[src/rtl/shift_seq_pkg.sv]
// rtl/shift_seq_pkg.sv - shared types and constants for the serial-transmit sequencer
package shift_seq_pkg;

    typedef enum logic [1:0] {
        IDLE  = 2'd0,
        SHIFT = 2'd1,
        GAP   = 2'd2
    } seq_state_e;

    localparam logic DIR_LEFT  = 1'b0;
    localparam logic DIR_RIGHT = 1'b1;

endpackage

[src/rtl/shift_seq_sreg.sv]
// rtl/shift_seq_sreg.sv - load/shift register with latched direction and serial tap
module shift_seq_sreg
    import shift_seq_pkg::*;
#(
    parameter int WIDTH = 4
) (
    input  logic             clk_i,
    input  logic             rst_i,
    input  logic             load_i,
    input  logic             shift_i,
    input  logic             dir_i,
    input  logic [WIDTH-1:0] data_i,
    input  logic             clr_i,
    output logic             ser_o
);

    logic [WIDTH-1:0] sreg_q;
    logic             dir_q;

    always_ff @(posedge clk_i) begin
        if (rst_i || clr_i) begin
            sreg_q <= '0;
            dir_q  <= DIR_LEFT;
        end else if (load_i) begin
            sreg_q <= data_i;
            dir_q  <= dir_i;
        end else if (shift_i) begin
            // Shift toward whichever end feeds the serial tap, zero-filling behind.
            if (dir_q == DIR_RIGHT) begin
                sreg_q <= {1'b0, sreg_q[WIDTH-1:1]};
            end else begin
                sreg_q <= {sreg_q[WIDTH-2:0], 1'b0};
            end
        end
    end

    assign ser_o = (dir_q == DIR_RIGHT) ? sreg_q[0] : sreg_q[WIDTH-1];

endmodule

[src/rtl/shift_seq.sv]
// rtl/shift_seq.sv - serial-transmit sequencer: word handshake, framed bit stream, inter-frame gap
module shift_seq
    import shift_seq_pkg::*;
#(
    parameter int WIDTH      = 4,
    parameter int GAP_CYCLES = 1
) (
    input  logic                     clk_i,
    input  logic                     rst_i,
    input  logic                     in_valid_i,
    input  logic [WIDTH-1:0]         in_data_i,
    input  logic                     dir_i,
    output logic                     in_ready_o,
    input  logic                     abort_i,
    output logic                     data_o,
    output logic                     frame_o,
    output logic                     done_o,
    output logic [$clog2(WIDTH)-1:0] bit_idx_o
);

    localparam int IW = $clog2(WIDTH);
    localparam int GW = $clog2(GAP_CYCLES + 1);
    localparam logic [IW-1:0] LAST_IDX = IW'(WIDTH - 1);
    localparam logic [GW-1:0] GAP_INIT = GW'(GAP_CYCLES - 1);

    seq_state_e    state_q, state_d;
    logic [IW-1:0] bit_cnt_q, bit_cnt_d;
    logic [GW-1:0] gap_cnt_q, gap_cnt_d;
    logic          done_q, done_d;
    logic          load, shift, clr;
    logic          ser;

    always_ff @(posedge clk_i) begin
        if (rst_i) begin
            state_q   <= IDLE;
            bit_cnt_q <= '0;
            gap_cnt_q <= '0;
            done_q    <= 1'b0;
        end else begin
            state_q   <= state_d;
            bit_cnt_q <= bit_cnt_d;
            gap_cnt_q <= gap_cnt_d;
            done_q    <= done_d;
        end
    end

    always_comb begin
        state_d   = state_q;
        bit_cnt_d = bit_cnt_q;
        gap_cnt_d = gap_cnt_q;
        done_d    = 1'b0;
        load      = 1'b0;
        shift     = 1'b0;
        clr       = 1'b0;
        case (state_q)
            IDLE: begin
                // abort_i is deliberately not looked at here.
                if (in_valid_i) begin
                    load      = 1'b1;
                    bit_cnt_d = '0;
                    state_d   = SHIFT;
                end
            end
            SHIFT: begin
                if (abort_i) begin
                    clr       = 1'b1;
                    bit_cnt_d = '0;
                    state_d   = IDLE;
                end else begin
                    shift = 1'b1;
                    if (bit_cnt_q == LAST_IDX) begin
                        bit_cnt_d = '0;
                        gap_cnt_d = GAP_INIT;
                        done_d    = 1'b1;
                        state_d   = GAP;
                    end else begin
                        bit_cnt_d = bit_cnt_q + IW'(1);
                    end
                end
            end
            GAP: begin
                if (abort_i) begin
                    clr       = 1'b1;
                    gap_cnt_d = '0;
                    state_d   = IDLE;
                end else if (gap_cnt_q == '0) begin
                    state_d = IDLE;
                end else begin
                    gap_cnt_d = gap_cnt_q - GW'(1);
                end
            end
            default: begin
                state_d = IDLE;
            end
        endcase
    end

    shift_seq_sreg #(
        .WIDTH(WIDTH)
    ) u_sreg (
        .clk_i  (clk_i),
        .rst_i  (rst_i),
        .load_i (load),
        .shift_i(shift),
        .dir_i  (dir_i),
        .data_i (in_data_i),
        .clr_i  (clr),
        .ser_o  (ser)
    );

    assign in_ready_o = (state_q == IDLE);
    assign frame_o    = (state_q == SHIFT);
    assign data_o     = (state_q == SHIFT) && ser;
    assign bit_idx_o  = (state_q == SHIFT) ? bit_cnt_q : '0;
    assign done_o     = done_q;

endmodule

[config.mk]
export PLATFORM = sky130hd
export DESIGN_NAME = shift_seq
export DESIGN_NICKNAME = d
export VERILOG_FILES = /design/src/rtl/shift_seq_pkg.sv /design/src/rtl/shift_seq_sreg.sv /design/src/rtl/shift_seq.sv
export SDC_FILE = /design/constraint.sdc
export NUM_CORES = 1
export LEC_CHECK = 0
export ABC_AREA = 1
export BUFFER_PORTS_ARGS = -buffer_cell sky130_fd_sc_hd__buf_2
export CAP_MARGIN = 20
export CORE_MARGIN = 8
export CORE_UTILIZATION = 35
export CTS_BUF_LIST = sky130_fd_sc_hd__clkbuf_4 sky130_fd_sc_hd__clkbuf_8
export CTS_CLUSTER_DIAMETER = 200
export DETAILED_ROUTE_END_ITERATION = 16
export HOLD_SLACK_MARGIN = 0.03
export SETUP_SLACK_MARGIN = 0.1
export SLEW_MARGIN = 20
export SYNTH_ARGS = -nofsm -noshare
export SYNTH_HDL_FRONTEND = slang
export SYNTH_HIERARCHICAL = 1
export SYNTH_SLANG_ARGS = --single-unit
[constraint.sdc]
create_clock -name clk_i -period 3.4 [get_ports clk_i]
set_clock_uncertainty 0.2 [all_clocks]
set_input_delay 0 -clock clk_i [delete_from_list [all_inputs] [get_ports clk_i]]
set_output_delay 0 -clock clk_i [all_outputs]
set_load 0.005 [all_outputs]
==> results.py <==
metrics = {
    "outcome": {
        "status": "complete, no violations",
    },
    "layout": {
        "fin_nets": 138,
        "fin_cells": 142,
        "fin_area_um2": 840,
        "area_delta_synth_final_pct": 39.2,
        "drive_gt1_share_pct": 20.8,
        "diodes": 0,
    },
    "yosys": {
        "async_flop_share_pct": 0,
        "synthesis.area_um2": 603,
        "yosys_warnings": 6,
        "ys_ff_latch": 10,
        "netlist_instances": 96,
        "synthFlopType": "dfxtp_1",
        "avgSynthCellArea_um2": 6.28,
        "yosysSeqAreaShare_pct": 33.2,
        "yosysTopAreaCell": "dfxtp_1",
        "synthTopCellsByArea": "dfxtp_1 (33%), nand2_1 (21%), inv_1 (12%), ha_1 (6.2%), a21oi_1 (5.0%)",
        "synth_nets": 108,
        "synth_edf_count": 0,
        "synth_cell_types": 18,
        "yosysMostFrequentCell": "nand2_1",
        "yosys-top-cells-count": "nand2_1 (34), inv_1 (19), dfxtp_1 (10), nor2_1 (7), a21oi_1 (6)",
        "synth_top_area_share_pct": 33.2,
    },
    "clock_network": {
        "cts-buffers-inserted": 3,
        "cts_root_buf": "clkbuf_4",
        "cts_tree": "built",
        "insertion_delay_ps": 270,
        "post_cts_resized": 0,
        "clkSinkCount": 10,
        "h-tree-depth": 1,
        "cts_buffer_depth": 2,
        "clk_pin_slew_worst_paths_ps": 80,
    },
    "grt": {
        "antenna_found_initial": 0,
        "grt_start_max_net_pins": 10,
        "overflow": 0,
        "grt.total_usage_pct": 9.62,
        "grt_pass1_wl_um": 2460,
        "grt_pass1_vias": 584,
    },
    "hold_path": {
        "holdCritStartpoint": "state_q[1]",
        "min_path_cells": 2,
        "hp-class": "flop to flop",
    },
    "critical_path": {
        "cp.depth": 8,
        "crit_type": "flop to flop",
        "r2r-start": "state_q[1]",
        "worst_path_largest_cell_delay_ps": 560,
        "cp.arrival_ps": 2530,
        "setup.worst_path.start_class": "flop",
        "endpoint_kind": "flop",
        "cp_num_buf_inv": 3,
        "cp_max_fo": 6,
        "crit_family": "buffers and inverters",
        "reg2regPathDepth": 8,
        "worstPathRequired_ps": 3420,
        "critPathLaunch": "state_q[1]",
        "slowest_stage": "dlygate4sd3_1",
        "crit_chain": "inv_1 -> ha_1 -> nand3_1 -> nand2_1 -> nand2_1 -> dlygate4sd3_1 -> a21oi_1 -> dlygate4sd3_1",
    },
    "die": {
        "die-area_um2": 3310,
        "die_h_um": 57.5,
        "coreArea_um2": 1670,
        "io_pins": 15,
        "rows": 15,
        "start_util_pct": 36.1,
        "die_x_um": 57.5,
    },
    "power_and_ir_drop": {
        "ir_worst_vdd_v": 0.000194,
        "powerDensity_nw_per_um2": 401,
        "p_switching_mw": 0.103,
        "power.leakage_nw": 0.466,
        "p_comb_share_pct": 26.6,
        "power.internal_mw": 0.234,
        "p_sw_share_pct": 30.7,
        "pwr-share-seq_pct": 40.5,
        "finalPower_mw": 0.337,
        "p_clk_share_pct": 32.9,
    },
    "drt": {
        "drc_errors": 0,
        "post_drt_wl_per_cell_um": 9.85,
        "first_pass_iters": 4,
        "wl_um": 1400,
        "dr.first_iter.drc_count": 5,
        "route.vias.total": 627,
        "viasPerCell": 4.42,
        "ant_nets": 0,
    },
    "timing": {
        "layout_min_cycle_time_ps": 2510,
        "hold_violations": 0,
        "setup_viol": 0,
        "fmax_mhz": 399,
        "fin_ws_ps": 894,
        "final.setup.tns_ps": 0,
        "timing.final.crit_share_pct": 73.7,
        "slew_violations": 0,
        "worstMarginPinSlew_ps": 322,
        "relSlewSlack_pct": 78.5,
        "rsz0062_at_grt": "false",
    },
    "placed_design": {
        "port_buffers": 14,
        "dp.cells": 126,
        "place_congestion": 0.828,
        "hpwl_um": 1030,
        "place_area_um2": 683,
        "post-place-ws_ps": 1730,
    },
    "job": {
        "maxCapViolCount": 0,
    },
}
## power by group through the flow
stage	logic [mW]	clock network (mW)	registers (mW)
after detailed placement	0.0747	0	0.139
after CTS	0.0896	0.114	0.136
after global routing	0.103	0.119	0.138
after floorplan	0.0585	0	0.137
final	0.0895	0.111	0.137
after global placement	0.0744	0	0.139
## cell usage in the layout, fill, tap and decap left out
cell type      count
dlygate4sd3_1     12
nor2_2             1
o21ai_1            1
nand2_1           34
a21oi_1            6
nor2_4             2
o21ai_0            2
dfxtp_1           10
clkinv_1           1
ha_1               3
nor3_1             1
nand2_2            1
o21ai_2            1
clkbuf_8           1
inv_2              2
clkbuf_4           3
nand3_1            3
buf_2             14
a21oi_2            1
nor2_1             7
inv_1             19
## repair_timing
action | 4_1_cts | 5_1_grt
hold buffers | 12 | 0
endpoints found under the hold margin | 10 | 0
setup buffers | 0 | 0
## cell type report
class                      count  area, µm²
fill                         173        831
timing repair buffer          26        190
tap                           17       21.3
multi-input combinational     63        309
sequential                    10        200
clock buffer                   4       36.3
inverter                      22       82.6
## kinds of logic (layout without fill, tap and decap cells)
logic type                 Yosys count  count (layout)  synth area share, %
and+or+nand+nor                     49              49                 34.6
AOI/OAI and AO/OA                   11              11                 10.4
adders and majority gates            3               3                 6.22
DFF                                 10              10                 33.2
buffers and inverters               23              52                 15.6
## state kept, by name, indices dropped and copies added, names as in the netlist
signal / flops
state_q: 2
u_sreg/sreg_q: 4
done_o: 1
u_sreg/dir_q: 1
bit_cnt_q: 2
## path summary, 6_finish.rpt
| kind | endpoint | slack (ps) |
|---|---|---|
| setup / recovery | state_q[0] | 890 |
| hold reg to reg | state_q[1] | 300 |
| hold / removal | state_q[1] | 300 |
| setup reg to reg | state_q[0] | 890 |
## worst reg2reg max path, delay by kind of cell, from the launching register on
family          cells  cell delay (ps)
fa+ha+maj           1              310
simple gates        3              320
flops               1              300
buf+inv             3             1200
compound gates      1              130
## per-layer routing
metal / wire (µm) / vias up / share of wire, % / track usage, %
li1: - / 342 / - / -
met2: 611 / 11 / 44 / 14.1
met5: 0 / - / 0 / 0
met1: 694 / 270 / 50 / 10.8
met3: 47 / 4 / 3.4 / 2.69
met4: 44 / 0 / 3.1 / 9.29
## stage by stage
step	utilization [%]	hold WS, ps
global placement	40.9	43.0
global route	50.3	314
floorplan	-	-131
finish	50.3	298
CTS	50.3	286
detailed placement	40.9	41.7
(Power assumes the default switching activity.)
